`src/rtl/excp_trap_ctrl_pkg.sv`:
```
// Shared types and constants for the exception/trap controller.
// XLEN and PC_SIZE normally come from mcu_defines.v; the defaults below are
// used only when those macros are not already defined.
// Optional feature macro: MCU_TRAP_NMI_EN (adds a non-maskable interrupt input).
`ifndef XLEN
`define XLEN 32
`endif
`ifndef PC_SIZE
`define PC_SIZE 32
`endif

package excp_trap_ctrl_pkg;

    localparam int XLEN    = `XLEN;
    localparam int PC_SIZE = `PC_SIZE;

    // Controller states, 2-bit encoding.
    typedef enum logic [1:0] {
        ST_IDLE    = 2'd0,
        ST_QUIESCE = 2'd1,
        ST_FLUSH   = 2'd2,
        ST_COMMIT  = 2'd3
    } trap_state_e;

    // Kind of event currently owned by the controller.
    typedef enum logic [1:0] {
        EVT_EXCP = 2'd0,
        EVT_IRQ  = 2'd1,
        EVT_MRET = 2'd2,
        EVT_NMI  = 2'd3
    } trap_evt_e;

    // NMI cause: interrupt flag (MSB) together with code 1.
    localparam logic [XLEN-1:0] NMI_CAUSE = {1'b1, {(XLEN-2){1'b0}}, 1'b1};

endpackage

```
`src/rtl/excp_trap_vec.sv`:
```
// Redirect target computation for a trap event (purely combinational).
// Exceptions and NMIs use the aligned mtvec base, mret uses mepc, and
// interrupts are vectored off the base when mtvec mode is 2'b01.
module excp_trap_vec
    import excp_trap_ctrl_pkg::*;
(
    input  trap_evt_e            evt_i,
    input  logic [PC_SIZE-1:0]   mtvec_i,
    input  logic [PC_SIZE-1:0]   mepc_i,
    input  logic [4:0]           irq_cause_lo_i,
    output logic [PC_SIZE-1:0]   target_o
);

    logic [PC_SIZE-1:0] base;
    logic [PC_SIZE-1:0] vecOffset;

    assign base      = {mtvec_i[PC_SIZE-1:2], 2'b00};
    assign vecOffset = PC_SIZE'({irq_cause_lo_i, 2'b00});

    // Select the target by event kind; the vectored add wraps at PC_SIZE bits.
    always_comb begin
        target_o = base;
        case (evt_i)
            EVT_MRET: target_o = mepc_i;
            EVT_IRQ:  target_o = (mtvec_i[1:0] == 2'b01) ? (base + vecOffset) : base;
            default:  target_o = base;
        endcase
    end

endmodule

```
`src/rtl/excp_trap_ctrl.sv`:
```
// Exception / interrupt / mret trap controller.
// Accepts one event at a time, waits for the long pipe to drain, flushes the
// pipeline to the computed target and then commits with one-cycle strobes.
// Optional feature macro: MCU_TRAP_NMI_EN (adds nmi_req_i, highest priority).
module excp_trap_ctrl
    import excp_trap_ctrl_pkg::*;
(
    input  logic                 clk,
    input  logic                 rst,
`ifdef MCU_TRAP_NMI_EN
    input  logic                 nmi_req_i,
`endif
    input  logic                 dbg_mode_i,
    input  logic                 excp_req_i,
    input  logic [XLEN-1:0]      excp_cause_i,
    input  logic                 irq_req_i,
    input  logic [XLEN-1:0]      irq_cause_i,
    input  logic                 irq_glb_en_i,
    input  logic                 mret_req_i,
    input  logic [PC_SIZE-1:0]   epc_in_i,
    input  logic [PC_SIZE-1:0]   mtvec_i,
    input  logic [PC_SIZE-1:0]   mepc_i,
    input  logic                 oitf_empty_i,
    input  logic                 flush_ack_i,
    output logic                 flush_req_o,
    output logic [PC_SIZE-1:0]   flush_pc_o,
    output logic                 excp_ack_o,
    output logic                 irq_ack_o,
    output logic                 mret_ack_o,
    output logic                 excp_taken_ena_o,
    output logic                 irq_taken_ena_o,
    output logic                 mret_ena_o,
    output logic [XLEN-1:0]      trap_cause_o,
    output logic [PC_SIZE-1:0]   trap_epc_o,
    output logic                 busy_o
);

    trap_state_e          state_q;
    trap_evt_e            evt_q;
    trap_evt_e            evt_d;
    logic [XLEN-1:0]      cause_q;
    logic [XLEN-1:0]      cause_d;
    logic [PC_SIZE-1:0]   epc_q;
    logic [PC_SIZE-1:0]   target_q;
    logic [PC_SIZE-1:0]   target_d;
    logic                 accValid;
    logic                 nmiReq;
    logic                 flushReq_q;
    logic                 excpAck_q;
    logic                 irqAck_q;
    logic                 mretAck_q;
    logic                 excpTaken_q;
    logic                 irqTaken_q;
    logic                 mretEna_q;

`ifdef MCU_TRAP_NMI_EN
    assign nmiReq = nmi_req_i & ~dbg_mode_i;
`else
    assign nmiReq = 1'b0;
`endif

    // Fixed-priority arbitration of the requests seen while idle.
    always_comb begin
        accValid = 1'b0;
        evt_d    = EVT_EXCP;
        cause_d  = '0;
        if (nmiReq) begin
            accValid = 1'b1;
            evt_d    = EVT_NMI;
            cause_d  = NMI_CAUSE;
        end else if (excp_req_i) begin
            accValid = 1'b1;
            evt_d    = EVT_EXCP;
            cause_d  = excp_cause_i;
        end else if (mret_req_i) begin
            accValid = 1'b1;
            evt_d    = EVT_MRET;
            cause_d  = '0;
        end else if (irq_req_i && irq_glb_en_i && !dbg_mode_i) begin
            accValid = 1'b1;
            evt_d    = EVT_IRQ;
            cause_d  = irq_cause_i;
        end
    end

    excp_trap_vec u_vec (
        .evt_i          (evt_d),
        .mtvec_i        (mtvec_i),
        .mepc_i         (mepc_i),
        .irq_cause_lo_i (irq_cause_i[4:0]),
        .target_o       (target_d)
    );

    // Trap sequencing FSM; all outputs are registered and cleared by reset.
    always_ff @(posedge clk or posedge rst) begin
        if (rst) begin
            state_q     <= ST_IDLE;
            evt_q       <= EVT_EXCP;
            cause_q     <= '0;
            epc_q       <= '0;
            target_q    <= '0;
            flushReq_q  <= 1'b0;
            excpAck_q   <= 1'b0;
            irqAck_q    <= 1'b0;
            mretAck_q   <= 1'b0;
            excpTaken_q <= 1'b0;
            irqTaken_q  <= 1'b0;
            mretEna_q   <= 1'b0;
        end else begin
            excpAck_q   <= 1'b0;
            irqAck_q    <= 1'b0;
            mretAck_q   <= 1'b0;
            excpTaken_q <= 1'b0;
            irqTaken_q  <= 1'b0;
            mretEna_q   <= 1'b0;
            case (state_q)
                ST_IDLE: begin
                    if (accValid) begin
                        state_q  <= ST_QUIESCE;
                        evt_q    <= evt_d;
                        cause_q  <= cause_d;
                        epc_q    <= epc_in_i;
                        target_q <= target_d;
                    end
                end
                ST_QUIESCE: begin
                    if (oitf_empty_i) begin
                        state_q    <= ST_FLUSH;
                        flushReq_q <= 1'b1;
                    end
                end
                ST_FLUSH: begin
                    if (flush_ack_i) begin
                        state_q    <= ST_COMMIT;
                        flushReq_q <= 1'b0;
                        case (evt_q)
                            EVT_EXCP: begin
                                excpAck_q   <= 1'b1;
                                excpTaken_q <= 1'b1;
                            end
                            EVT_MRET: begin
                                mretAck_q <= 1'b1;
                                mretEna_q <= 1'b1;
                            end
                            default: begin
                                irqAck_q   <= 1'b1;
                                irqTaken_q <= 1'b1;
                            end
                        endcase
                    end
                end
                ST_COMMIT: begin
                    state_q <= ST_IDLE;
                end
                default: begin
                    state_q <= ST_IDLE;
                end
            endcase
        end
    end

    assign flush_req_o      = flushReq_q;
    assign flush_pc_o       = target_q;
    assign excp_ack_o       = excpAck_q;
    assign irq_ack_o        = irqAck_q;
    assign mret_ack_o       = mretAck_q;
    assign excp_taken_ena_o = excpTaken_q;
    assign irq_taken_ena_o  = irqTaken_q;
    assign mret_ena_o       = mretEna_q;
    assign trap_cause_o     = cause_q;
    assign trap_epc_o       = epc_q;
    assign busy_o           = (state_q != ST_IDLE);

endmodule

```
`config.mk`:
```
export PLATFORM = sky130hd
export DESIGN_NAME = excp_trap_ctrl
export DESIGN_NICKNAME = d
export VERILOG_FILES = /design/src/rtl/excp_trap_ctrl_pkg.sv /design/src/rtl/excp_trap_vec.sv /design/src/rtl/excp_trap_ctrl.sv
export SDC_FILE = /design/constraint.sdc
export NUM_CORES = 1
export LEC_CHECK = 0
export BUFFER_PORTS_ARGS = -buffer_cell sky130_fd_sc_hd__buf_2
export CORE_AREA = 2 2 106 108
export CTS_BUF_LIST = sky130_fd_sc_hd__clkbuf_4 sky130_fd_sc_hd__clkbuf_8
export DETAILED_ROUTE_END_ITERATION = 8
export DIE_AREA = 0 0 108 110
export PLACE_DENSITY = 0.87
export SYNTH_ARGS = -nofsm -noshare
export SYNTH_HDL_FRONTEND = slang
export SYNTH_SLANG_ARGS = --single-unit
```
`constraint.sdc`:
```
create_clock -name clk -period 5.79 [get_ports clk]
set_clock_uncertainty 0.2 [all_clocks]
set_input_delay 0 -clock clk [delete_from_list [all_inputs] [get_ports clk]]
set_output_delay 0 -clock clk [all_outputs]
set_load 0.005 [all_outputs]
```
==> run_summary.xml, run 1 <==
<?xml version="1.0" encoding="UTF-8"?>
<metrics>
  <group name="placement">
    <metric name="port_buffers" unit="">272</metric>
    <metric name="finalWeightedCongestion" unit="">0.8633</metric>
    <metric name="dpl.cell_count" unit="">982</metric>
    <metric name="dpl.hpwl" unit="mm">12.32</metric>
  </group>
  <group name="floorplan">
    <metric name="io_pins" unit="">273</metric>
    <metric name="placementRows" unit="">38</metric>
    <metric name="dieHeight" unit="um">110</metric>
    <metric name="die_width" unit="um">108</metric>
    <metric name="die_area" unit="mm2">0.01188</metric>
    <metric name="start_util" unit="%">50.35</metric>
    <metric name="core_area" unit="mm2">0.01070</metric>
  </group>
  <group name="detailed_routing">
    <metric name="detailedRoute.firstIterationViolations" unit="">751</metric>
    <metric name="via_per_inst" unit="">5.982</metric>
    <metric name="route.antenna.remaining_nets" unit="">0</metric>
    <metric name="via_count" unit="">7071</metric>
    <metric name="drc_errors_left" unit="">0</metric>
    <metric name="wl_per_cell" unit="um">19.85</metric>
    <metric name="drt_wl_total" unit="mm">23.47</metric>
    <metric name="drt_first_pass_iters" unit="">6</metric>
  </group>
  <group name="clock_network">
    <metric name="clock_insertion_delay_at_the_later_pin_of_the_skew_report" unit="ns">0.35</metric>
    <metric name="cts.repair_timing.setup_buffer_count" unit="">0</metric>
    <metric name="ctsRootBufferMaster" unit="">sky130_fd_sc_hd__clkbuf_8</metric>
    <metric name="cts_num_sinks" unit="">104</metric>
    <metric name="cts-resized-gates" unit="">0</metric>
    <metric name="clock_tree.buffer_depth" unit="">2</metric>
    <metric name="cts_tree" unit="">yes</metric>
    <metric name="cts_max_level" unit="">3</metric>
    <metric name="clock_buffer_count_from_cts" unit="">9</metric>
    <metric name="clock_pin_slew_reported_for_the_worst_setup_and_hold_paths_after_clock_tree_synthesis" unit="ns">0.11</metric>
  </group>
  <group name="run_status">
    <metric name="run_status" unit="">complete, no violations</metric>
  </group>
  <group name="worst_setup_path">
    <metric name="cp.arrival" unit="ns">4.01</metric>
    <metric name="kind_of_end_point_of_the_critical_path" unit="">register</metric>
    <metric name="crit_path_start" unit="">mtvec_i[2]</metric>
    <metric name="launch_point_of_the_worst_reg_to_reg_path" unit="">state_q[1]</metric>
    <metric name="r2r_setup_slack" unit="ns">2.08</metric>
    <metric name="crit_path_max_fanout" unit="">13</metric>
    <metric name="reg2reg_depth" unit="">8</metric>
    <metric name="worst-setup-path-type" unit="">primary input to register</metric>
    <metric name="critical_path.startpoint_type" unit="">primary input</metric>
    <metric name="cp_data_required_time" unit="ns">5.83</metric>
  </group>
  <group name="timing">
    <metric name="setup_repair_after_global_routing_missed_its_margin" unit="">no</metric>
    <metric name="finalMaxSlewViolations" unit="">0</metric>
    <metric name="remaining_max_slew_budget_at_the_tightest_pin" unit="%">25.04</metric>
    <metric name="upper_clock_frequency_limit" unit="MHz">251.9</metric>
    <metric name="tightestPinTransition" unit="ns">1.122</metric>
    <metric name="number_of_hold_violations_in_the_final_report" unit="">0</metric>
    <metric name="layout_min_cycle_time" unit="ns">3.969</metric>
    <metric name="fin_setup_tns" unit="ns">0</metric>
    <metric name="crit_share_post_route" unit="%">68.56</metric>
    <metric name="finalSetupViolations" unit="">0</metric>
  </group>
  <group name="global_routing">
    <metric name="grt_start_max_net_pins" unit="">75</metric>
    <metric name="global_route.usage.total" unit="%">38.97</metric>
    <metric name="grt_antenna_before_repair" unit="">1</metric>
    <metric name="grt_first_pass_wirelength" unit="mm">35.91</metric>
    <metric name="vias_in_the_first_global_route" unit="">7451</metric>
    <metric name="grt_remaining_overflow" unit="">0</metric>
  </group>
  <group name="power_and_ir_drop">
    <metric name="vdd.ir_drop.worst" unit="V">0.0002275</metric>
    <metric name="power_per_cell_area" unit="mW/mm2">406.2</metric>
    <metric name="leakage" unit="uW">0.004310</metric>
  </group>
  <group name="hold_path">
    <metric name="timing.hold.worst.class" unit="">primary input to register</metric>
    <metric name="hold_path.startpoint" unit="">epc_in_i[19]</metric>
    <metric name="holdPathStages" unit="">4</metric>
  </group>
  <group name="yosys">
    <metric name="synth_warnings" unit="">0</metric>
    <metric name="syn-mean-instance-area" unit="um2">8.830</metric>
    <metric name="synth_sequential_area_ratio" unit="%">48.32</metric>
    <metric name="synth_top_cell_by_area" unit="">sky130_fd_sc_hd__dfrtp_1</metric>
    <metric name="ys_ff_latch" unit="">104</metric>
    <metric name="synth-edff-count" unit="">0</metric>
    <metric name="synth.net_count" unit="">788</metric>
    <metric name="share_of_synthesized_flip_flops_with_an_asynchronous_set_or_reset" unit="%">100.0</metric>
    <metric name="synthFlopType" unit="">sky130_fd_sc_hd__dfrtp_1</metric>
    <metric name="share_of_yosys_cell_area_claimed_by_the_top_area_cell_type" unit="%">48.32</metric>
    <metric name="synth.lib_cells_used.distinct" unit="">57</metric>
    <metric name="syn_area" unit="mm2">0.005386</metric>
    <metric name="synthTopCellsByArea" unit="">sky130_fd_sc_hd__dfrtp_1 (48%), sky130_fd_sc_hd__nand2_1 (10%), sky130_fd_sc_hd__nor2_1 (5.9%)</metric>
    <metric name="synthCells" unit="">610</metric>
  </group>
  <group name="layout">
    <metric name="final_core_util" unit="%">82.48</metric>
    <metric name="regArea" unit="mm2">0.002603</metric>
    <metric name="syn2layout_area_growth" unit="%">63.81</metric>
    <metric name="area_of_combinational_cells_with_multiple_inputs" unit="mm2">0.002601</metric>
    <metric name="fin_cells" unit="">1182</metric>
    <metric name="drive_above_1_share" unit="%">29.17</metric>
    <metric name="nets" unit="">1215</metric>
    <metric name="layout_commonest_cell" unit="">sky130_fd_sc_hd__buf_2</metric>
    <metric name="n_fill_cell" unit="">577</metric>
    <metric name="number_of_antenna_repair_diodes" unit="">0</metric>
    <metric name="mostFrequentLayoutCells" unit="">sky130_fd_sc_hd__buf_2 (272), sky130_fd_sc_hd__dlygate4sd3_1 (184), sky130_fd_sc_hd__nand2_1 (143)</metric>
  </group>
  <group name="flow_run">
    <metric name="drv.max_cap_violation_count" unit="">0</metric>
  </group>
</metrics>
[worst max-delay path, cell delays in order]
cell	delay, ns
sky130_fd_sc_hd__dlygate4sd3_1	0.55
sky130_fd_sc_hd__buf_2	0.13
sky130_fd_sc_hd__ha_1	0.22
sky130_fd_sc_hd__fa_1	0.45
sky130_fd_sc_hd__a211o_1	0.30
sky130_fd_sc_hd__a21oi_1	0.80
sky130_fd_sc_hd__nor4_1	0.22
sky130_fd_sc_hd__nand3_1	0.13
sky130_fd_sc_hd__dlygate4sd3_1	0.55
sky130_fd_sc_hd__nand3_1	0.08
sky130_fd_sc_hd__dlygate4sd3_1	0.57
[flip-flops by register name, summed over array words and instances (netlist names)]
register,flops
evt_q,2
excp_taken_ena_o,1
flush_pc_o,32
flush_req_o,1
irq_taken_ena_o,1
mret_ena_o,1
state_q,2
trap_cause_o,32
trap_epc_o,32
[synth_stat cells (all sizes together), types with 2 or more instances]
master,count
nand2,143
dfrtp,104
nor2,84
clkbuf,37
a221oi,34
nand3,19
a21oi,18
o21ai,14
and3,13
o221ai,11
nor4,10
o211ai,10
xnor2,9
ha,8
buf,7
inv,7
or4,7
a22oi,6
a31oi,6
nand4,6
xor2,6
and4,4
nor3,4
a21o,3
nand3b,3
nor2b,3
a211o,2
a211oi,2
a32o,2
and3b,2
mux2,2
nand2b,2
nor3b,2
o21a,2
o22ai,2
o311ai,2
o31a,2
[power by group]
group	leakage [uW]	switching (uW)	total, uW	internal [uW]
Clock	0.0000962	266	434	168
Sequential	0.00125	211	1290	1080
Combinational	0.00297	942	1860	913
Total	0.00431	1420	3580	2160
[routing by layer]
metal / track usage [%] / wire, um / up-vias
met3: 10.64 / 2531 / 193
met2: 66.98 / 11360 / 617
met5: 0 / 13 / -
met1: 41.63 / 7848 / 3235
met4: 27.66 / 1716 / 2
li1: - / - / 3024
[worst paths after layout]
check / end
max: flush_pc_o[30]
min: trap_epc_o[19]
max reg2reg: flush_pc_o[2]
min reg2reg: trap_epc_o[29]
max in group asynchronous: trap_epc_o[11]
min in group asynchronous: trap_cause_o[11]
[stage by stage]
| stage | worst slack [ns] | hold slack, ns | total power [uW] | cell area (um2) |
|---|---|---|---|---|
| 3_5_place_dp | 2.766 | -0.1821 | 2637 | 6799 |
| 6_report | 1.821 | 0.1722 | 3584 | 8823 |
| 4_1_cts | 1.970 | 0.1451 | 3429 | 8823 |
| 2_1_floorplan | 2.858 | -0.09456 | 2013 | 5386 |
| 3_3_place_gp | 2.886 | -0.1820 | 2578 | 6799 |
| 5_1_grt | 1.692 | 0.1752 | 3802 | 8823 |
[kinds of logic after synthesis]
kind of cell    Yosys count  share of synthesized area (%)
compound gates          123                          17.00
xor+xnor                 15                          2.439
fa+ha+maj                 9                          2.230
buf+inv                  51                          3.995
flops                   104                          48.32
mux                       3                         0.6039
simple gates            305                          25.41
[cell type report]
class                   instances  area share (%)
flip-flops and latches        104           29.50
clock buffers                  10           1.489
clock inverters                 6          0.5814
repair buffers                460           36.64
well taps                     140           1.985
inverters                       7          0.3261
multi-input cells             455           29.48
[timing repair]
action | CTS | global route
hold buffers | 184 | 0
endpoints found under the setup margin | 0 | 0
hold endpoints to repair | 132 | 0
Note: power is estimated with default switching activity, not from simulation.
==> run 2, diff against run 1 <==
--- a/config.mk
+++ b/config.mk
@@ -6,11 +6,10 @@
 export NUM_CORES = 1
 export LEC_CHECK = 0
 export BUFFER_PORTS_ARGS = -buffer_cell sky130_fd_sc_hd__buf_2
-export CORE_AREA = 2 2 106 108
+export CORE_UTILIZATION = 43
 export CTS_BUF_LIST = sky130_fd_sc_hd__clkbuf_4 sky130_fd_sc_hd__clkbuf_8
 export DETAILED_ROUTE_END_ITERATION = 8
-export DIE_AREA = 0 0 108 110
-export PLACE_DENSITY = 0.87
+export PLACE_DENSITY = 0.79
 export SYNTH_ARGS = -nofsm -noshare
 export SYNTH_HDL_FRONTEND = slang
 export SYNTH_SLANG_ARGS = --single-unit
==> constraint.sdc (replaced) <==
create_clock -name clk -period 3.3 [get_ports clk]
set_clock_uncertainty 0.2 [all_clocks]
set_input_delay 0 -clock clk [delete_from_list [all_inputs] [get_ports clk]]
set_output_delay 0 -clock clk [all_outputs]
set_load 0.005 [all_outputs]
==> run 2 against run 1 <==
First-iteration DRC count decreased by 18%. Clock-buffer cell count is the same. Hold slack worse by 0.066 ns. Non-clock buffer count up 15. Worst setup slack got worse by 1.7 ns. Final cell count up 3.6%. Global-route usage fell by 5.2 points. Clock power increased by 110%. Register-to-register slack got worse by 1.8 ns. Sequential share of layout area is 0.76 points lower. Design area rose by 2.7%. Highest routed layer is now met4.
==> run_summary.xml, run 2 (same netlist as run 1, synthesis figures left out) <==
<?xml version="1.0" encoding="UTF-8"?>
<metrics>
  <group name="power_and_ir_drop">
    <metric name="vdd.ir_drop.worst" unit="V">0.0003318</metric>
    <metric name="power_per_cell_area" unit="mW/mm2">698.6</metric>
    <metric name="totalPowerFinal" unit="uW">6328</metric>
    <metric name="leakage" unit="uW">0.004402</metric>
  </group>
  <group name="layout">
    <metric name="layout_commonest_cell" unit="">sky130_fd_sc_hd__buf_2</metric>
    <metric name="drive_above_1_share" unit="%">30.27</metric>
    <metric name="final_core_util" unit="%">74.78</metric>
    <metric name="nets" unit="">1230</metric>
    <metric name="regArea" unit="mm2">0.002603</metric>
    <metric name="n_fill_cell" unit="">861</metric>
    <metric name="syn2layout_area_growth" unit="%">68.15</metric>
    <metric name="number_of_antenna_repair_diodes" unit="">0</metric>
    <metric name="area_of_combinational_cells_with_multiple_inputs" unit="mm2">0.002621</metric>
    <metric name="mostFrequentLayoutCells" unit="">sky130_fd_sc_hd__buf_2 (272), sky130_fd_sc_hd__dlygate4sd3_1 (188), sky130_fd_sc_hd__nand2_1 (143)</metric>
  </group>
  <group name="clock_network">
    <metric name="cts_num_sinks" unit="">104</metric>
    <metric name="cts_max_level" unit="">3</metric>
    <metric name="clock_pin_slew_reported_for_the_worst_setup_and_hold_paths_after_clock_tree_synthesis" unit="ns">0.10</metric>
    <metric name="clock_insertion_delay_at_the_later_pin_of_the_skew_report" unit="ns">0.37</metric>
    <metric name="ctsRootBufferMaster" unit="">sky130_fd_sc_hd__clkbuf_8</metric>
    <metric name="cts_tree" unit="">yes</metric>
    <metric name="clock_tree.buffer_depth" unit="">2</metric>
    <metric name="clock_buffer_count_from_cts" unit="">9</metric>
  </group>
  <group name="worst_setup_path">
    <metric name="kind_of_end_point_of_the_critical_path" unit="">register</metric>
    <metric name="cp_data_required_time" unit="ns">3.35</metric>
    <metric name="crit_path_max_fanout" unit="">6</metric>
    <metric name="worst-setup-path-type" unit="">primary input to register</metric>
    <metric name="crit_path_top_cell_by_count" unit="">sky130_fd_sc_hd__dlygate4sd3_1</metric>
    <metric name="cp_cell_sequence" unit="">dlygate4sd3_1 &gt; buf_2 &gt; ha_1 &gt; fa_2 &gt; a211o_1 &gt; a21oi_2 &gt; buf_4 &gt; nor4_2 &gt; nand3_1 &gt; dlygate4sd3_1 &gt; nand3_1 &gt; dlygate4sd3_1</metric>
    <metric name="critical_path.startpoint_type" unit="">primary input</metric>
    <metric name="largest_incremental_delay_on_the_critical_path" unit="ns">0.56</metric>
    <metric name="cp.arrival" unit="ns">3.25</metric>
    <metric name="crit_path_top_delay_cell" unit="">sky130_fd_sc_hd__dlygate4sd3_1</metric>
  </group>
  <group name="hold_path">
    <metric name="timing.hold.worst.class" unit="">primary input to async pin</metric>
  </group>
  <group name="timing">
    <metric name="number_of_hold_violations_in_the_final_report" unit="">0</metric>
    <metric name="final.hold.worst_slack" unit="ns">0.1058</metric>
    <metric name="layout_min_cycle_time" unit="ns">3.200</metric>
    <metric name="setup_repair_after_global_routing_missed_its_margin" unit="">no</metric>
    <metric name="upper_clock_frequency_limit" unit="MHz">312.5</metric>
    <metric name="crit_share_post_route" unit="%">96.97</metric>
    <metric name="fin_setup_tns" unit="ns">0</metric>
    <metric name="tightestPinTransition" unit="ns">0.8693</metric>
    <metric name="finalMaxSlewViolations" unit="">0</metric>
    <metric name="remaining_max_slew_budget_at_the_tightest_pin" unit="%">42.05</metric>
    <metric name="finalSetupViolations" unit="">0</metric>
  </group>
  <group name="detailed_routing">
    <metric name="via_count" unit="">6851</metric>
    <metric name="drc_errors_left" unit="">0</metric>
    <metric name="drt_first_pass_iters" unit="">5</metric>
    <metric name="route.antenna.remaining_nets" unit="">0</metric>
    <metric name="wl_per_cell" unit="um">18.00</metric>
    <metric name="via_per_inst" unit="">5.593</metric>
    <metric name="drt_wl_total" unit="mm">22.05</metric>
    <metric name="detailedRoute.firstIterationViolations" unit="">614</metric>
  </group>
  <group name="global_routing">
    <metric name="grt_remaining_overflow" unit="">0</metric>
    <metric name="grt_start_max_net_pins" unit="">54</metric>
    <metric name="grt_first_pass_wirelength" unit="mm">33.83</metric>
    <metric name="grt_antenna_before_repair" unit="">0</metric>
    <metric name="vias_in_the_first_global_route" unit="">6890</metric>
    <metric name="global_route.usage.total" unit="%">33.76</metric>
  </group>
  <group name="floorplan">
    <metric name="dieHeight" unit="um">113.9</metric>
    <metric name="io_pins" unit="">273</metric>
    <metric name="placementRows" unit="">40</metric>
    <metric name="core_area" unit="mm2">0.01211</metric>
    <metric name="die_area" unit="mm2">0.01298</metric>
    <metric name="start_util" unit="%">44.47</metric>
    <metric name="die_width" unit="um">113.9</metric>
  </group>
  <group name="placement">
    <metric name="dpl.hpwl" unit="mm">12.64</metric>
    <metric name="finalWeightedCongestion" unit="">0.9027</metric>
    <metric name="port_buffers" unit="">272</metric>
  </group>
  <group name="run_status">
    <metric name="run_status" unit="">complete, no violations</metric>
  </group>
  <group name="flow_run">
    <metric name="drv.max_cap_violation_count" unit="">0</metric>
  </group>
</metrics>
run 2: cell type report:
cell class / instances / area share (%)
well taps: 168 / 2.321
flip-flops and latches: 104 / 28.73
clock buffers: 10 / 1.450
multi-input cells: 455 / 28.94
repair buffers: 475 / 37.23
inverters: 7 / 0.3177
clock inverters: 6 / 1.008
run 2: layer usage:
| layer | track usage [%] | part of all wire (%) |
|---|---|---|
| met1 | 37.62 | 36 |
| met4 | 21.13 | 5.5 |
| met5 | 0 | 0 |
| met2 | 58.06 | 49 |
| met3 | 8.183 | 9.9 |
run 2: worst paths after layout:
kind                             from                to  slack (ns)  cells past startpoint
setup / recovery           mtvec_i[2]    flush_pc_o[30]        0.10                     12
hold / removal                    rst     trap_epc_o[3]        0.11                      3
setup reg to reg           state_q[0]    flush_pc_o[26]        0.28                      8
hold reg to reg              evt_q[1]  excp_taken_ena_o        0.27                      1
max in group asynchronous         rst   trap_cause_o[9]        2.05                      4
min in group clk           mret_req_i    flush_pc_o[27]        0.12                      5
run 2: critical path: cells and delay by family:
kind	cells	cell delay, ns
AO/OA/AOI/OAI	2	0.48
adder cells (fa/ha/maj)	2	0.61
buffers and inverters	5	1.94
AND/OR/NAND/NOR	3	0.22
run 2: metrics by stage:
| step | cells | instance area (um2) | setup slack [ns] |
|---|---|---|---|
| after floorplan | 610 | 5386 | 0.3678 |
| after global placement | 1017 | 6899 | 0.9261 |
| after detailed placement | 1017 | 6899 | 0.8829 |
| after CTS | 1221 | 9004 | 0.08886 |
| after global routing | 1225 | 9057 | 0.005029 |
| final | 1225 | 9057 | 0.1001 |
run 2: power breakdown:
part / internal (uW) / total [uW] / switching, uW
Clock: 442 / 908 / 465
Combinational: 1600 / 3170 / 1570
Sequential: 1900 / 2250 / 352
Total: 3940 / 6330 / 2380
run 2: repair_timing:
item	in CTS	in global routing
endpoints found under the setup margin	0	2
hold buffers	188	0
endpoints found under the hold margin	153	0
setup buffers	0	3
resized for setup	0	5
==> run 3, diff against run 2 <==
--- a/config.mk
+++ b/config.mk
@@ -6,6 +6,7 @@
 export NUM_CORES = 1
 export LEC_CHECK = 0
 export BUFFER_PORTS_ARGS = -buffer_cell sky130_fd_sc_hd__buf_2
+export CORE_ASPECT_RATIO = 0.7
 export CORE_UTILIZATION = 43
 export CTS_BUF_LIST = sky130_fd_sc_hd__clkbuf_4 sky130_fd_sc_hd__clkbuf_8
 export DETAILED_ROUTE_END_ITERATION = 8
==> run 3 against run 2 <==
The run now ends with setup timing left. Final cell count shrank 0.98%. Largest power group unchanged. Sequential share of layout area shrank 0.067 points. Power grew 1.9%.
==> run_summary.xml, run 3 (same netlist as run 1, synthesis figures left out) <==
<?xml version="1.0" encoding="UTF-8"?>
<metrics>
  <group name="run_status">
    <metric name="run_status" unit="">finished with violations</metric>
    <metric name="failing_checks" unit="">setup timing</metric>
  </group>
  <group name="layout">
    <metric name="nets" unit="">1229</metric>
    <metric name="fin_cells" unit="">1213</metric>
    <metric name="syn2layout_area_growth" unit="%">68.55</metric>
    <metric name="mostFrequentLayoutCells" unit="">sky130_fd_sc_hd__buf_2 (272), sky130_fd_sc_hd__dlygate4sd3_1 (188), sky130_fd_sc_hd__nand2_1 (143)</metric>
    <metric name="drive_above_1_share" unit="%">30.11</metric>
    <metric name="layout_commonest_cell" unit="">sky130_fd_sc_hd__buf_2</metric>
    <metric name="final_core_util" unit="%">76.08</metric>
    <metric name="number_of_antenna_repair_diodes" unit="">0</metric>
  </group>
  <group name="worst_setup_path">
    <metric name="cp_cell_sequence" unit="">dlygate4sd3_1 &gt; buf_2 &gt; ha_1 &gt; fa_2 &gt; a211o_1 &gt; a21oi_2 &gt; buf_6 &gt; nor4_1 &gt; nand3_1 &gt; dlygate4sd3_1 &gt; nand3_1 &gt; dlygate4sd3_1</metric>
    <metric name="kind_of_end_point_of_the_critical_path" unit="">register</metric>
    <metric name="cp_data_required_time" unit="ns">3.42</metric>
    <metric name="crit_path_max_fanout" unit="">11</metric>
    <metric name="critical_path.startpoint_type" unit="">primary input</metric>
    <metric name="crit_path_top_cell_by_count" unit="">sky130_fd_sc_hd__dlygate4sd3_1</metric>
    <metric name="cp.arrival" unit="ns">3.45</metric>
    <metric name="r2r_setup_slack" unit="ns">0.17</metric>
    <metric name="worstSetupPathDepth" unit="">12</metric>
    <metric name="reg2reg_depth" unit="">8</metric>
    <metric name="worst_r2r_endpoint" unit="">flush_pc_o[22]</metric>
    <metric name="crit_buf_inv" unit="">5</metric>
    <metric name="cp-endpoint" unit="">flush_pc_o[30]</metric>
    <metric name="worst-setup-path-type" unit="">primary input to register</metric>
    <metric name="worst_path_dominant_cell_family" unit="">buffers and inverters</metric>
    <metric name="crit_path_top_delay_cell" unit="">sky130_fd_sc_hd__dlygate4sd3_1</metric>
    <metric name="crit_path_start" unit="">mtvec_i[2]</metric>
    <metric name="launch_point_of_the_worst_reg_to_reg_path" unit="">state_q[0]</metric>
    <metric name="largest_incremental_delay_on_the_critical_path" unit="ns">0.60</metric>
  </group>
  <group name="power_and_ir_drop">
    <metric name="seq_power_share" unit="%">35.0</metric>
    <metric name="leakage" unit="uW">0.004415</metric>
    <metric name="power_frac_clock" unit="%">15.3</metric>
    <metric name="power.switching" unit="uW">2415</metric>
    <metric name="cellInternalPower" unit="uW">4036</metric>
    <metric name="p_comb_share" unit="%">49.7</metric>
    <metric name="power_per_cell_area" unit="mW/mm2">710.5</metric>
    <metric name="vdd.ir_drop.worst" unit="V">0.0003691</metric>
    <metric name="netSwitchingFraction" unit="%">37.43</metric>
  </group>
  <group name="floorplan">
    <metric name="die_width" unit="um">135.8</metric>
    <metric name="die_area" unit="mm2">0.01299</metric>
    <metric name="placementRows" unit="">33</metric>
    <metric name="io_pins" unit="">273</metric>
    <metric name="core_area" unit="mm2">0.01193</metric>
    <metric name="dieHeight" unit="um">95.64</metric>
    <metric name="start_util" unit="%">45.14</metric>
  </group>
  <group name="global_routing">
    <metric name="grt_start_max_net_pins" unit="">71</metric>
    <metric name="grt_first_pass_wirelength" unit="mm">33.60</metric>
    <metric name="grt_antenna_before_repair" unit="">0</metric>
    <metric name="grt_remaining_overflow" unit="">0</metric>
    <metric name="global_route.usage.total" unit="%">34.08</metric>
    <metric name="vias_in_the_first_global_route" unit="">6765</metric>
  </group>
  <group name="clock_network">
    <metric name="clock_pin_slew_reported_for_the_worst_setup_and_hold_paths_after_clock_tree_synthesis" unit="ns">0.11</metric>
    <metric name="clock_buffer_count_from_cts" unit="">9</metric>
    <metric name="clock_insertion_delay_at_the_later_pin_of_the_skew_report" unit="ns">0.36</metric>
    <metric name="cts_max_level" unit="">3</metric>
    <metric name="clock_tree.buffer_depth" unit="">2</metric>
    <metric name="cts_num_sinks" unit="">104</metric>
    <metric name="ctsRootBufferMaster" unit="">sky130_fd_sc_hd__clkbuf_8</metric>
    <metric name="cts_tree" unit="">yes</metric>
  </group>
  <group name="placement">
    <metric name="dpl.cell_count" unit="">1006</metric>
    <metric name="dpl.hpwl" unit="mm">12.49</metric>
    <metric name="finalWeightedCongestion" unit="">0.9160</metric>
    <metric name="port_buffers" unit="">272</metric>
    <metric name="worst_setup_slack_before_clock_tree_synthesis" unit="ns">0.7866</metric>
  </group>
  <group name="timing">
    <metric name="finalSetupViolations" unit="">1</metric>
    <metric name="finalMaxSlewViolations" unit="">0</metric>
    <metric name="remaining_max_slew_budget_at_the_tightest_pin" unit="%">26.04</metric>
    <metric name="number_of_hold_violations_in_the_final_report" unit="">0</metric>
    <metric name="tightestPinTransition" unit="ns">1.104</metric>
    <metric name="finalWorstSetupSlack" unit="ns">-0.03318</metric>
    <metric name="layout_min_cycle_time" unit="ns">3.333</metric>
    <metric name="setup_repair_after_global_routing_missed_its_margin" unit="">yes</metric>
    <metric name="crit_share_post_route" unit="%">101.0</metric>
    <metric name="final.hold.worst_slack" unit="ns">0.07808</metric>
    <metric name="upper_clock_frequency_limit" unit="MHz">300.0</metric>
  </group>
  <group name="detailed_routing">
    <metric name="wl_per_cell" unit="um">18.35</metric>
    <metric name="drc_errors_left" unit="">0</metric>
    <metric name="via_per_inst" unit="">5.641</metric>
    <metric name="detailedRoute.firstIterationViolations" unit="">513</metric>
    <metric name="drt_wl_total" unit="mm">22.26</metric>
    <metric name="drt_first_pass_iters" unit="">5</metric>
    <metric name="route.antenna.remaining_nets" unit="">0</metric>
    <metric name="via_count" unit="">6842</metric>
  </group>
  <group name="flow_run">
    <metric name="drv.max_cap_violation_count" unit="">0</metric>
  </group>
  <group name="hold_path">
    <metric name="timing.hold.worst.class" unit="">primary input to async pin</metric>
  </group>
</metrics>
==> run 3: per-layer routing <==
metal  vias up  track usage [%]  wire, um
li1       3055                -         -
met3        79            7.018      2158
met5         -                0         0
met1      3204            40.63      8569
met2       504            59.14     10770
met4         0            16.48       764
==> run 3: layout make-up <==
class | count | area [um2]
Clock buffer | 9 | 123.9
Clock inverter | 7 | 126.4
Fill cell | 769 | 2854
Inverter | 7 | 28.78
Multi-Input combinational cell | 456 | 2631
Sequential cell | 104 | 2603
Tap cell | 157 | 196.4
Timing Repair Buffer | 473 | 3369
==> run 3: worst min-delay path, stage by stage <==
cell,delay (ns)
sky130_fd_sc_hd__dlygate4sd3_1,0.54
sky130_fd_sc_hd__buf_2,0.14
sky130_fd_sc_hd__inv_4,0.45
==> run 3: what timing repair did <==
item	4_1_cts	5_1_grt
setup buffers	0	2
hold buffers	188	0
endpoints found under the hold margin	149	0
setup endpoints to repair	0	5
gates resized for setup	0	6
==> run 3: how the worst min path moves through the flow <==
| stage | from | end | slack [ns] | depth (start not counted) |
|---|---|---|---|---|
| after floorplan | epc_in_i[0] | trap_epc_o[0] | -0.09 | 2 |
| after global placement | rst | trap_epc_o[7] | -0.08 | 2 |
| after detailed placement | rst | trap_epc_o[7] | -0.08 | 2 |
| after CTS | rst | trap_cause_o[6] | 0.05 | 3 |
| after global routing | rst | trap_epc_o[7] | 0.11 | 3 |
| final | rst | trap_epc_o[7] | 0.08 | 3 |
==> run 3: metrics by stage <==
step | instance area, um2 | setup TNS, ns | total power [uW]
floorplan | 5386 | 0 | 3531
global placement | 6898 | 0 | 4627
detailed placement | 6898 | 0 | 4699
CTS | 9030 | 0 | 6296
global route | 9079 | -0.07716 | 6900
finish | 9079 | -0.03318 | 6450
==> run 3: power groups by stage <==
stage | clock network, uW | logic, uW | registers, uW
CTS | 1010 | 3060 | 2220
detailed placement | 0 | 2460 | 2240
floorplan | 0 | 1250 | 2290
global placement | 0 | 2400 | 2230
global route | 1060 | 3510 | 2330
finish | 985 | 3210 | 2260
